File: src/rtl/video_fetch_arb.sv
// video_fetch_arb
//   Sequences the PPU cart (CHR/nametable) bus. Background tile fetches run on a
//   dot-phase-locked schedule inside the fetch window and always own the bus.
//   Host PPUDATA accesses are slotted into free dots outside the window.
//
// Optional build macro: VIDEO_FETCH_ARB_DUMMY_NT_EN
//   When defined, render lines perform two dummy NT fetch pairs on dots 337..340.
//   Those dots are then closed to host accesses.
//
// Ports
//   I_clock, I_reset        clock, asynchronous active-low reset
//   I_tick                  one-clock dot enable
//   I_hcount, I_vcount      current dot / line
//   I_render_en             background rendering enabled
//   I_vaddr, I_bg_table     loopy v register, background pattern table select
//   I_host_req/_wren/_addr/_data   host access request (level, held until ack)
//   O_host_ack, O_host_data host access done pulse, read data
//   O_cart_addr/_wren/_data cart bus drive
//   I_cart_data             cart read data
//   O_nt_byte, O_at_byte, O_pt_lo, O_pt_hi, O_tile_valid   latched tile bytes + update pulse
module video_fetch_arb #(
    parameter int unsigned P_pre_line  = 261,
    parameter int unsigned P_vis_lines = 240
) (
    input  logic        I_clock,
    input  logic        I_reset,
    input  logic        I_tick,
    input  logic [8:0]  I_hcount,
    input  logic [8:0]  I_vcount,
    input  logic        I_render_en,
    input  logic [14:0] I_vaddr,
    input  logic        I_bg_table,
    input  logic        I_host_req,
    input  logic        I_host_wren,
    input  logic [13:0] I_host_addr,
    input  logic [7:0]  I_host_data,
    output logic        O_host_ack,
    output logic [7:0]  O_host_data,
    output logic [13:0] O_cart_addr,
    output logic        O_cart_wren,
    output logic [7:0]  O_cart_data,
    input  logic [7:0]  I_cart_data,
    output logic [7:0]  O_nt_byte,
    output logic [7:0]  O_at_byte,
    output logic [7:0]  O_pt_lo,
    output logic [7:0]  O_pt_hi,
    output logic        O_tile_valid
);

    localparam logic [8:0] L_PRE_LINE  = 9'(P_pre_line);
    localparam logic [8:0] L_VIS_LINES = 9'(P_vis_lines);

    localparam logic [1:0] S_IDLE   = 2'd0;
    localparam logic [1:0] S_BG     = 2'd1;
    localparam logic [1:0] S_HOST_A = 2'd2;
    localparam logic [1:0] S_HOST_D = 2'd3;

    // Dots that carry a background fetch on a render line.
    function automatic logic f_fetch_dot(input logic [8:0] h);
        return ((h >= 9'd1) && (h <= 9'd256)) || ((h >= 9'd321) && (h <= 9'd336));
    endfunction

`ifdef VIDEO_FETCH_ARB_DUMMY_NT_EN
    function automatic logic f_dummy_dot(input logic [8:0] h);
        return (h >= 9'd337) && (h <= 9'd340);
    endfunction
`endif

    logic [1:0]  r_state;
    logic [13:0] r_cart_addr;
    logic        r_cart_wren;
    logic [7:0]  r_cart_data;
    logic        r_host_ack;
    logic [7:0]  r_host_data;
    logic [7:0]  r_cap_nt;
    logic [7:0]  r_cap_at;
    logic [7:0]  r_cap_lo;
    logic [7:0]  r_nt_byte;
    logic [7:0]  r_at_byte;
    logic [7:0]  r_pt_lo;
    logic [7:0]  r_pt_hi;
    logic        r_tile_valid;
    logic        r_tile_live;

    logic [1:0]  w_nxt_state;
    logic [13:0] w_nxt_cart_addr;
    logic        w_nxt_cart_wren;
    logic [7:0]  w_nxt_cart_data;
    logic        w_nxt_host_ack;
    logic [7:0]  w_nxt_host_data;
    logic [7:0]  w_nxt_cap_nt;
    logic [7:0]  w_nxt_cap_at;
    logic [7:0]  w_nxt_cap_lo;
    logic [7:0]  w_nxt_nt_byte;
    logic [7:0]  w_nxt_at_byte;
    logic [7:0]  w_nxt_pt_lo;
    logic [7:0]  w_nxt_pt_hi;
    logic        w_nxt_tile_valid;
    logic        w_nxt_tile_live;

    logic        w_render_line;
    logic [8:0]  w_hcount_nxt;
    logic        w_win_cur;
    logic        w_win_nxt;
    logic        w_dummy_cur;
    logic        w_blk_cur;
    logic        w_blk_nxt;
    logic [2:0]  w_phase;
    logic [13:0] w_nt_addr;
    logic [13:0] w_at_addr;
    logic [13:0] w_pt_lo_addr;
    logic [13:0] w_pt_hi_addr;

    // Window / eligibility decode for the current and the following dot.
    always_comb begin
        w_render_line = I_render_en & ((I_vcount < L_VIS_LINES) | (I_vcount == L_PRE_LINE));
        w_hcount_nxt  = I_hcount + 9'd1;
        w_win_cur     = w_render_line & f_fetch_dot(I_hcount);
        w_win_nxt     = w_render_line & f_fetch_dot(w_hcount_nxt);
`ifdef VIDEO_FETCH_ARB_DUMMY_NT_EN
        w_dummy_cur   = w_render_line & f_dummy_dot(I_hcount);
        w_blk_cur     = w_win_cur | w_dummy_cur;
        w_blk_nxt     = w_win_nxt | (w_render_line & f_dummy_dot(w_hcount_nxt));
`else
        w_dummy_cur   = 1'b0;
        w_blk_cur     = w_win_cur;
        w_blk_nxt     = w_win_nxt;
`endif
        // Only the low bits of (hcount-1) matter for the phase.
        w_phase       = I_hcount[2:0] - 3'd1;
        w_nt_addr     = {2'b10, I_vaddr[11:0]};
        w_at_addr     = {2'b10, I_vaddr[11:10], 4'b1111, I_vaddr[9:7], I_vaddr[4:2]};
        w_pt_lo_addr  = {1'b0, I_bg_table, r_cap_nt, 1'b0, I_vaddr[14:12]};
        w_pt_hi_addr  = {1'b0, I_bg_table, r_cap_nt, 1'b1, I_vaddr[14:12]};
    end

    // Next-state and next-output logic.
    always_comb begin
        w_nxt_state      = r_state;
        w_nxt_cart_addr  = r_cart_addr;
        w_nxt_cart_wren  = r_cart_wren;
        w_nxt_cart_data  = r_cart_data;
        w_nxt_host_ack   = 1'b0;
        w_nxt_host_data  = r_host_data;
        w_nxt_cap_nt     = r_cap_nt;
        w_nxt_cap_at     = r_cap_at;
        w_nxt_cap_lo     = r_cap_lo;
        w_nxt_nt_byte    = r_nt_byte;
        w_nxt_at_byte    = r_at_byte;
        w_nxt_pt_lo      = r_pt_lo;
        w_nxt_pt_hi      = r_pt_hi;
        w_nxt_tile_valid = 1'b0;
        w_nxt_tile_live  = r_tile_live;

        if (I_tick) begin
            w_nxt_cart_wren = 1'b0;
            if (r_state == S_HOST_A) begin
                // r_cart_wren still holds the direction of the access in flight.
                if (!r_cart_wren) begin
                    w_nxt_host_data = I_cart_data;
                end
                w_nxt_host_ack  = 1'b1;
                w_nxt_tile_live = 1'b0;
                w_nxt_state     = S_HOST_D;
            end else if (w_win_cur) begin
                w_nxt_state = S_BG;
                case (w_phase)
                    3'd0: begin
                        w_nxt_cart_addr = w_nt_addr;
                        w_nxt_tile_live = 1'b1;
                    end
                    3'd1: w_nxt_cap_nt    = I_cart_data;
                    3'd2: w_nxt_cart_addr = w_at_addr;
                    3'd3: w_nxt_cap_at    = I_cart_data;
                    3'd4: w_nxt_cart_addr = w_pt_lo_addr;
                    3'd5: w_nxt_cap_lo    = I_cart_data;
                    3'd6: w_nxt_cart_addr = w_pt_hi_addr;
                    3'd7: begin
                        // A tile interrupted by render_en dropping is never published.
                        if (r_tile_live) begin
                            w_nxt_nt_byte    = r_cap_nt;
                            w_nxt_at_byte    = r_cap_at;
                            w_nxt_pt_lo      = r_cap_lo;
                            w_nxt_pt_hi      = I_cart_data;
                            w_nxt_tile_valid = 1'b1;
                        end
                        w_nxt_tile_live = 1'b0;
                    end
                endcase
            end else begin
                w_nxt_tile_live = 1'b0;
                w_nxt_state     = S_IDLE;
                if (w_dummy_cur) begin
                    // Dummy NT pairs: address only, data is discarded.
                    if (!w_phase[0]) begin
                        w_nxt_cart_addr = w_nt_addr;
                    end
                end else if ((r_state != S_HOST_D) && I_host_req && !w_blk_cur && !w_blk_nxt) begin
                    // Two free dots guarantee the access ends before the window reopens.
                    w_nxt_cart_addr = I_host_addr;
                    w_nxt_cart_wren = I_host_wren;
                    w_nxt_cart_data = I_host_data;
                    w_nxt_state     = S_HOST_A;
                end
            end
        end
    end

    // State and output registers.
    always_ff @(posedge I_clock or negedge I_reset) begin
        if (!I_reset) begin
            r_state      <= S_IDLE;
            r_cart_addr  <= 14'd0;
            r_cart_wren  <= 1'b0;
            r_cart_data  <= 8'd0;
            r_host_ack   <= 1'b0;
            r_host_data  <= 8'd0;
            r_cap_nt     <= 8'd0;
            r_cap_at     <= 8'd0;
            r_cap_lo     <= 8'd0;
            r_nt_byte    <= 8'd0;
            r_at_byte    <= 8'd0;
            r_pt_lo      <= 8'd0;
            r_pt_hi      <= 8'd0;
            r_tile_valid <= 1'b0;
            r_tile_live  <= 1'b0;
        end else begin
            r_state      <= w_nxt_state;
            r_cart_addr  <= w_nxt_cart_addr;
            r_cart_wren  <= w_nxt_cart_wren;
            r_cart_data  <= w_nxt_cart_data;
            r_host_ack   <= w_nxt_host_ack;
            r_host_data  <= w_nxt_host_data;
            r_cap_nt     <= w_nxt_cap_nt;
            r_cap_at     <= w_nxt_cap_at;
            r_cap_lo     <= w_nxt_cap_lo;
            r_nt_byte    <= w_nxt_nt_byte;
            r_at_byte    <= w_nxt_at_byte;
            r_pt_lo      <= w_nxt_pt_lo;
            r_pt_hi      <= w_nxt_pt_hi;
            r_tile_valid <= w_nxt_tile_valid;
            r_tile_live  <= w_nxt_tile_live;
        end
    end

    assign O_host_ack   = r_host_ack;
    assign O_host_data  = r_host_data;
    assign O_cart_addr  = r_cart_addr;
    assign O_cart_wren  = r_cart_wren;
    assign O_cart_data  = r_cart_data;
    assign O_nt_byte    = r_nt_byte;
    assign O_at_byte    = r_at_byte;
    assign O_pt_lo      = r_pt_lo;
    assign O_pt_hi      = r_pt_hi;
    assign O_tile_valid = r_tile_valid;

endmodule

File: config.mk
export PLATFORM = sky130hd
export DESIGN_NAME = video_fetch_arb
export DESIGN_NICKNAME = d
export VERILOG_FILES = /design/src/rtl/video_fetch_arb.sv
export SDC_FILE = /design/constraint.sdc
export NUM_CORES = 1
export LEC_CHECK = 0
export ABC_CLOCK_PERIOD_IN_PS = 2900
export CAP_MARGIN = 0
export CORE_MARGIN = 8
export CORE_UTILIZATION = 45
export CTS_CLUSTER_DIAMETER = 40
export DETAILED_ROUTE_END_ITERATION = 8
export GPL_TIMING_DRIVEN = 0
export HOLD_SLACK_MARGIN = 0.08
export PLACE_DENSITY_LB_ADDON = 0.15
export SYNTH_ARGS = -nofsm -noshare
export SYNTH_HDL_FRONTEND = slang
export SYNTH_SLANG_ARGS = --single-unit
export TNS_END_PERCENT = 1
File: constraint.sdc
create_clock -name I_clock -period 2.9 [get_ports I_clock]
set_input_delay 0.58 -clock I_clock [delete_from_list [all_inputs] [get_ports I_clock]]
set_output_delay 0.58 -clock I_clock [all_outputs]
set_load 0.01 [all_outputs]
Yosys cells after proc, flatten, opt, wreduce, memory -nomap -nowiden
Index checks and enable logic that the tools add are counted.
Widths: inputs -> output; s select.

word-level totals
  input bits = 70
  output and inout port bits = 65
  register bits after elaboration = 92
  word-level logic and storage cells = 85

cells by class
  magnitude comparators = 9
  bitwise operators = 7
  equal/unequal tests = 12
  add/subtract/negate cells = 2
  muxes and demuxes = 19
  reductions and logical operators = 21

operators with widths
  cell                 count
  $pmux 14 s4          1
  $le 9x9->1 const B   4
  $mux 14              2
  $reduce_and 4->1     5
  $ge 9x1->1 const B   2
  $ge 9x9->1 const B   2
  $eq 3x3->1 const B   4
  $mux 1               12
  $add 9x1->9 const B  1
  $eq 9x9->1 const B   1
  $lt 9x8->1 const B   1
  $logic_and 1x1->1    7
  $eq 3x2->1 const B   2
  $mux 2               3
  $ne 5x1->1 const B   1
  $reduce_and 5->1     1
  $ne 4x1->1 const B   1
  $and 1x1->1          3
  $eq 3x1->1 const B   1
  $logic_not 3->1      1
  $not 1->1            3
  $reduce_and 3->1     1
  $sub 3x1->3 const B  1
  $eq 2x2->1 const B   1
  other kinds (7)      9

Depth between registers and ports, before layout
  word-level depth = 10
  mapped depth = 13

Least setup slack after synthesis
OpenSTA, ideal clock, no wires.

  kind = input port to flip-flop
  start = input port I_hcount[0]
  end = register r_cart_data[0] (netlist: O_cart_data[0])
  slack = 0.203 ns
  stages on the path = 10
  required time = 2.775 ns
  path buffers = 2
  arrival time = 2.572 ns
  path through = ha_1 -> buf_2 -> nand2_1 -> o31ai_2 -> o211ai_1 -> a2bb2oi_1 -> o311ai_2 -> a41o_1 -> buf_6 -> mux2_4

between the ends
  word-level cells in the longest chain between the ends = 8
  elaborated cells between the ends (all ways) = 23
  classes of those cells = add/sub: 1; order compare: 8; bitwise: 3; reduce/logical: 11

RTL lines
  what                                                   RTL line  source
  start, declared                                        28        input logic [8:0] I_hcount,
  $add 9x1->9 (tied with other cells)                    117       w_hcount_nxt = I_hcount + 9'd1;
  $ge 9x1->1 (tied with other cells)                     60        return ((h >= 9'd1) && (h <= 9'd256)) || ((h >= 9'd321) && (h <= 9'd336));
  $logic_and 1x1->1 or $logic_or 1x1->1 (tied branches)  60
  $logic_or 1x1->1 or $and 1x1->1 (tied branches)        60, 118
  $and 1x1->1 or $logic_not 1->1 (tied branches)         119, 198
  $logic_not 1->1 or $logic_and 1x1->1 (tied branches)   198       end else if ((r_state != S_HOST_D) && I_host_req && !w_blk_cur && !w_blk_nxt) begin
  $logic_and 1x1->1                                      198
  $reduce_and 4->1 (no line) *                           --
  end signal, assigned                                   231       r_cart_data <= w_nxt_cart_data;
  end, declared                                          72        logic [7:0] r_cart_data;

Mark *: on every way between the ends. The rest lies on a longest branch, timed or not.
A chain may end at the register's enable or synchronous reset.

Final worst setup path
  start = input port I_vcount[1]
  end = register r_at_byte[0] (netlist: O_at_byte[0])

between the ends
  word-level cells in the longest chain between the ends = 5
  elaborated cells between the ends (all ways) = 6
  classes of those cells = order compare: 1; eq/ne: 1; bitwise: 3; reduce/logical: 1

RTL lines
  what                                      RTL line  source
  start, declared                           29        input logic [8:0] I_vcount,
  $lt 9x8->1 or $eq 9x9->1 (tied branches)  116       w_render_line = I_render_en & ((I_vcount < L_VIS_LINES) | (I_vcount == L_PRE_LINE));
  $or 1x1->1 *                              116
  $and 1x1->1 *                             116
  $and 1x1->1 *                             118       w_win_cur = w_render_line & f_fetch_dot(I_hcount);
  $reduce_and 5->1 (no line) *              --
  end signal, assigned                      238       r_at_byte <= w_nxt_at_byte;
  end, declared                             79        logic [7:0] r_at_byte;

Marks and branches as above.

==> results_dict.tcl <==
set metrics [dict create \
    outcome "complete, no violations" \
    setup_viol 0 \
    power_density_nw_per_um2 618 \
    clk_latency_ns 0.36 \
    cp-end-kind "register" \
    maxSlewHeadroom 0.401 \
    p_leak_nw 3.05 \
    cts-root-buf "clkbuf_8" \
    ant_nets 0 \
    peakVddDrop_uv 453 \
    final_common_cell "clkdlybuf4s50_1" \
    mappedNetlistArea_um2 4620 \
    layout_common_cells "124 x clkdlybuf4s50_1, 92 x dfrtp_1, 40 x mux2_2" \
    async_flop_share 1.00 \
    synth-seq-area-share 0.498 \
    drt-total-wl_um 12300 \
    drive_gt1_frac 0.251 \
    rows 37 \
    io_pins 135 \
    drv_cap 0 \
    antenna_found_initial 0 \
    hold_class "in -> async" \
    fmax_mhz 361 \
    dpl.hpwl_um 8890 \
    die_x_um 117 \
    grt.total_usage 0.177 \
    skew_ns 0.0131 \
    grt_max_degree 48 \
    ys.flop_type "dfrtp_1" \
    core_um2 10100 \
    worst-endpoint-arrival_ns 3.01 \
    drc 0 \
    synth.area.top_cells "dfrtp_1 50%, mux2_2 9.7%, mux2_1 7.3%" \
    syn_area_per_cell_um2 12.4 \
    nNetsFinal 604 \
    ys_ff_latch 92 \
    ys_warn_count 0 \
    numPortBuffers 131 \
    synth_top_area_cell "dfrtp_1" \
    path_clk_slew_ns 0.10 \
    hold_viol 0 \
    worst_slew_pin_slew_ns 0.892 \
    die_height_um 117 \
    yosys.cell_types.count 61 \
    first_iter_violations 179 \
    post_drt_via_cell_ratio 5.32 \
    synth_nets 448 \
    htreeDepth 3 \
    drv_slew 0 \
    vias 3559 \
    cts_sinks 92 \
    synth-edff-count 0 \
    cts_tree "built" \
    max-clock-path-buffers 2 \
    worstPathRequired_ns 3.13 \
    floorplan.initialDensity 0.456 \
    cp_max_fo 10 \
    fin_crit_ns 2.77 \
    worstSetupPathType "in -> reg" \
    overflow 0 \
    yosysTopAreaCellShare 0.498 \
    rsz0062_at_grt "false" \
    firstDrtPassIters 4 \
    antenna_cells 0 \
    fin_area_um2 6590 \
    critPathLaunchType "input pin" \
    wl_per_cell_um 18.4 \
    syn_to_final_growth_pct 42.7 \
    netlist_instances 372 \
    numCtsBuffers 9 \
    die-area_um2 13800 \
    utilization 0.650 \
    first_global_vias 3764 \
    worst-r2r-setup-slack_ns 0.74 \
    tns_ns 0 \
    grt_pass1_wl_um 20000 \
    cts_hold_repair.buffers 0 \
    min_period_over_period 0.956 \
    place_congestion 0.850 \
    dpl_cell_area_um2 6130 \
]
[final cells by class]
| type | instances | area, um2 |
|---|---|---|
| Clock buffer | 9 | 124 |
| Timing Repair Buffer | 145 | 1450 |
| Multi-Input combinational cell | 247 | 2190 |
| Buffer | 24 | 180 |
| Clock inverter | 7 | 146 |
| Sequential cell | 92 | 2300 |
| Tap cell | 136 | 170 |
| Inverter | 9 | 33.8 |
| Fill cell | 797 | 3540 |
[metrics by stage]
step	hold WS [ns]	power, mW	std cells	setup WS [ns]
floorplan	0.284	2.27	372	0.203
global placement	0.468	2.90	639	-2.07
detailed placement	0.474	2.94	640	-0.831
CTS	0.224	4.10	661	0.00700
global route	0.245	4.28	669	0.0318
finish	0.228	4.08	669	0.127
[power by group]
group / internal, mW / leakage [nW] / switching (mW) / total [mW]
clock network: 0.668 / 0.134 / 0.470 / 1.14
logic: 0.770 / 1.72 / 0.466 / 1.24
registers: 1.55 / 1.20 / 0.155 / 1.70
total: 2.99 / 3.05 / 1.09 / 4.08
[layer usage]
layer / vias to the layer above / track usage / wire length, um
li1: 1654 / - / -
met1: 1782 / 0.226 / 5560
met2: 115 / 0.283 / 5840
met3: 8 / 0.0614 / 851
met4: 0 / 0.0381 / 65
met5: - / 0 / 0
[synthesized netlist by cell type, types with 2 or more instances]
cell      instances
o22ai_1           3
nor3_2            4
nand3_1           4
nand2b_1          4
buf_6             3
inv_1             8
a211oi_1          2
clkbuf_1          3
mux2i_1           6
buf_2            10
mux2_2           40
a21oi_1           6
buf_4             7
a21boi_0          2
dfrtp_1          92
nand2_1          30
or3_1             2
mux2_1           30
nand4_1           4
xnor2_1           4
a22o_1            3
a31oi_1           4
o41ai_1           2
o21ai_1           2
mux2_4           17
nor2_1           17
and3_1            3
a41o_1            2
xor2_1            4
ha_1              6
o21ai_0          18
[final timing paths]
check / from / to / cells after the start
min in group I_clock: r_cap_lo[3] / O_pt_lo[3] / 1
min: I_reset / O_cart_addr[8] / 1
max reg2reg: r_state[0] / O_at_byte[0] / 7
min reg2reg: r_cap_lo[3] / O_pt_lo[3] / 1
max in group asynchronous: I_reset / O_host_data[2] / 2
max: I_vcount[1] / O_at_byte[0] / 10
[state kept, by name (all words and copies together) (netlist names), 2 cells and up]
register,cells
O_cart_addr,14
O_host_data,8
O_at_byte,8
r_cap_lo,8
r_cap_at,8
O_pt_hi,8
r_cap_nt,8
O_nt_byte,8
O_pt_lo,8
O_cart_data,8
r_state,2
[cells by family (layout without fill, tap and decap cells)]
| logic type | after synthesis | in the layout | share of synthesized area |
|---|---|---|---|
| adder cells (fa/ha/maj) | 6 | 6 | 0.0162 |
| buffers and inverters | 33 | 194 | 0.0401 |
| AND/OR/NAND/NOR | 83 | 83 | 0.104 |
| multiplexers | 93 | 93 | 0.239 |
| XOR/XNOR | 8 | 8 | 0.0152 |
| AO/OA/AOI/OAI | 57 | 57 | 0.0872 |
| flip-flops | 92 | 92 | 0.498 |
[timing repair]
item / in CTS / in global routing
pin swaps: 3 / 6
gates cloned: 1 / 1
setup buffers: 4 / 7
gates resized for setup: 14 / 23
setup endpoints to repair: 82 / 78
[critical path: stages]
cell and delay [ns]:
clkdlybuf4s50_1 0.41, nand4bb_1 0.19, o41ai_1 0.36, nand3_1 0.17, nand2b_1 0.18, buf_4 0.18, nor4b_4 0.20, buf_4 0.17
buf_4 0.20, mux2_1 0.34
(Power assumes the default switching activity.)
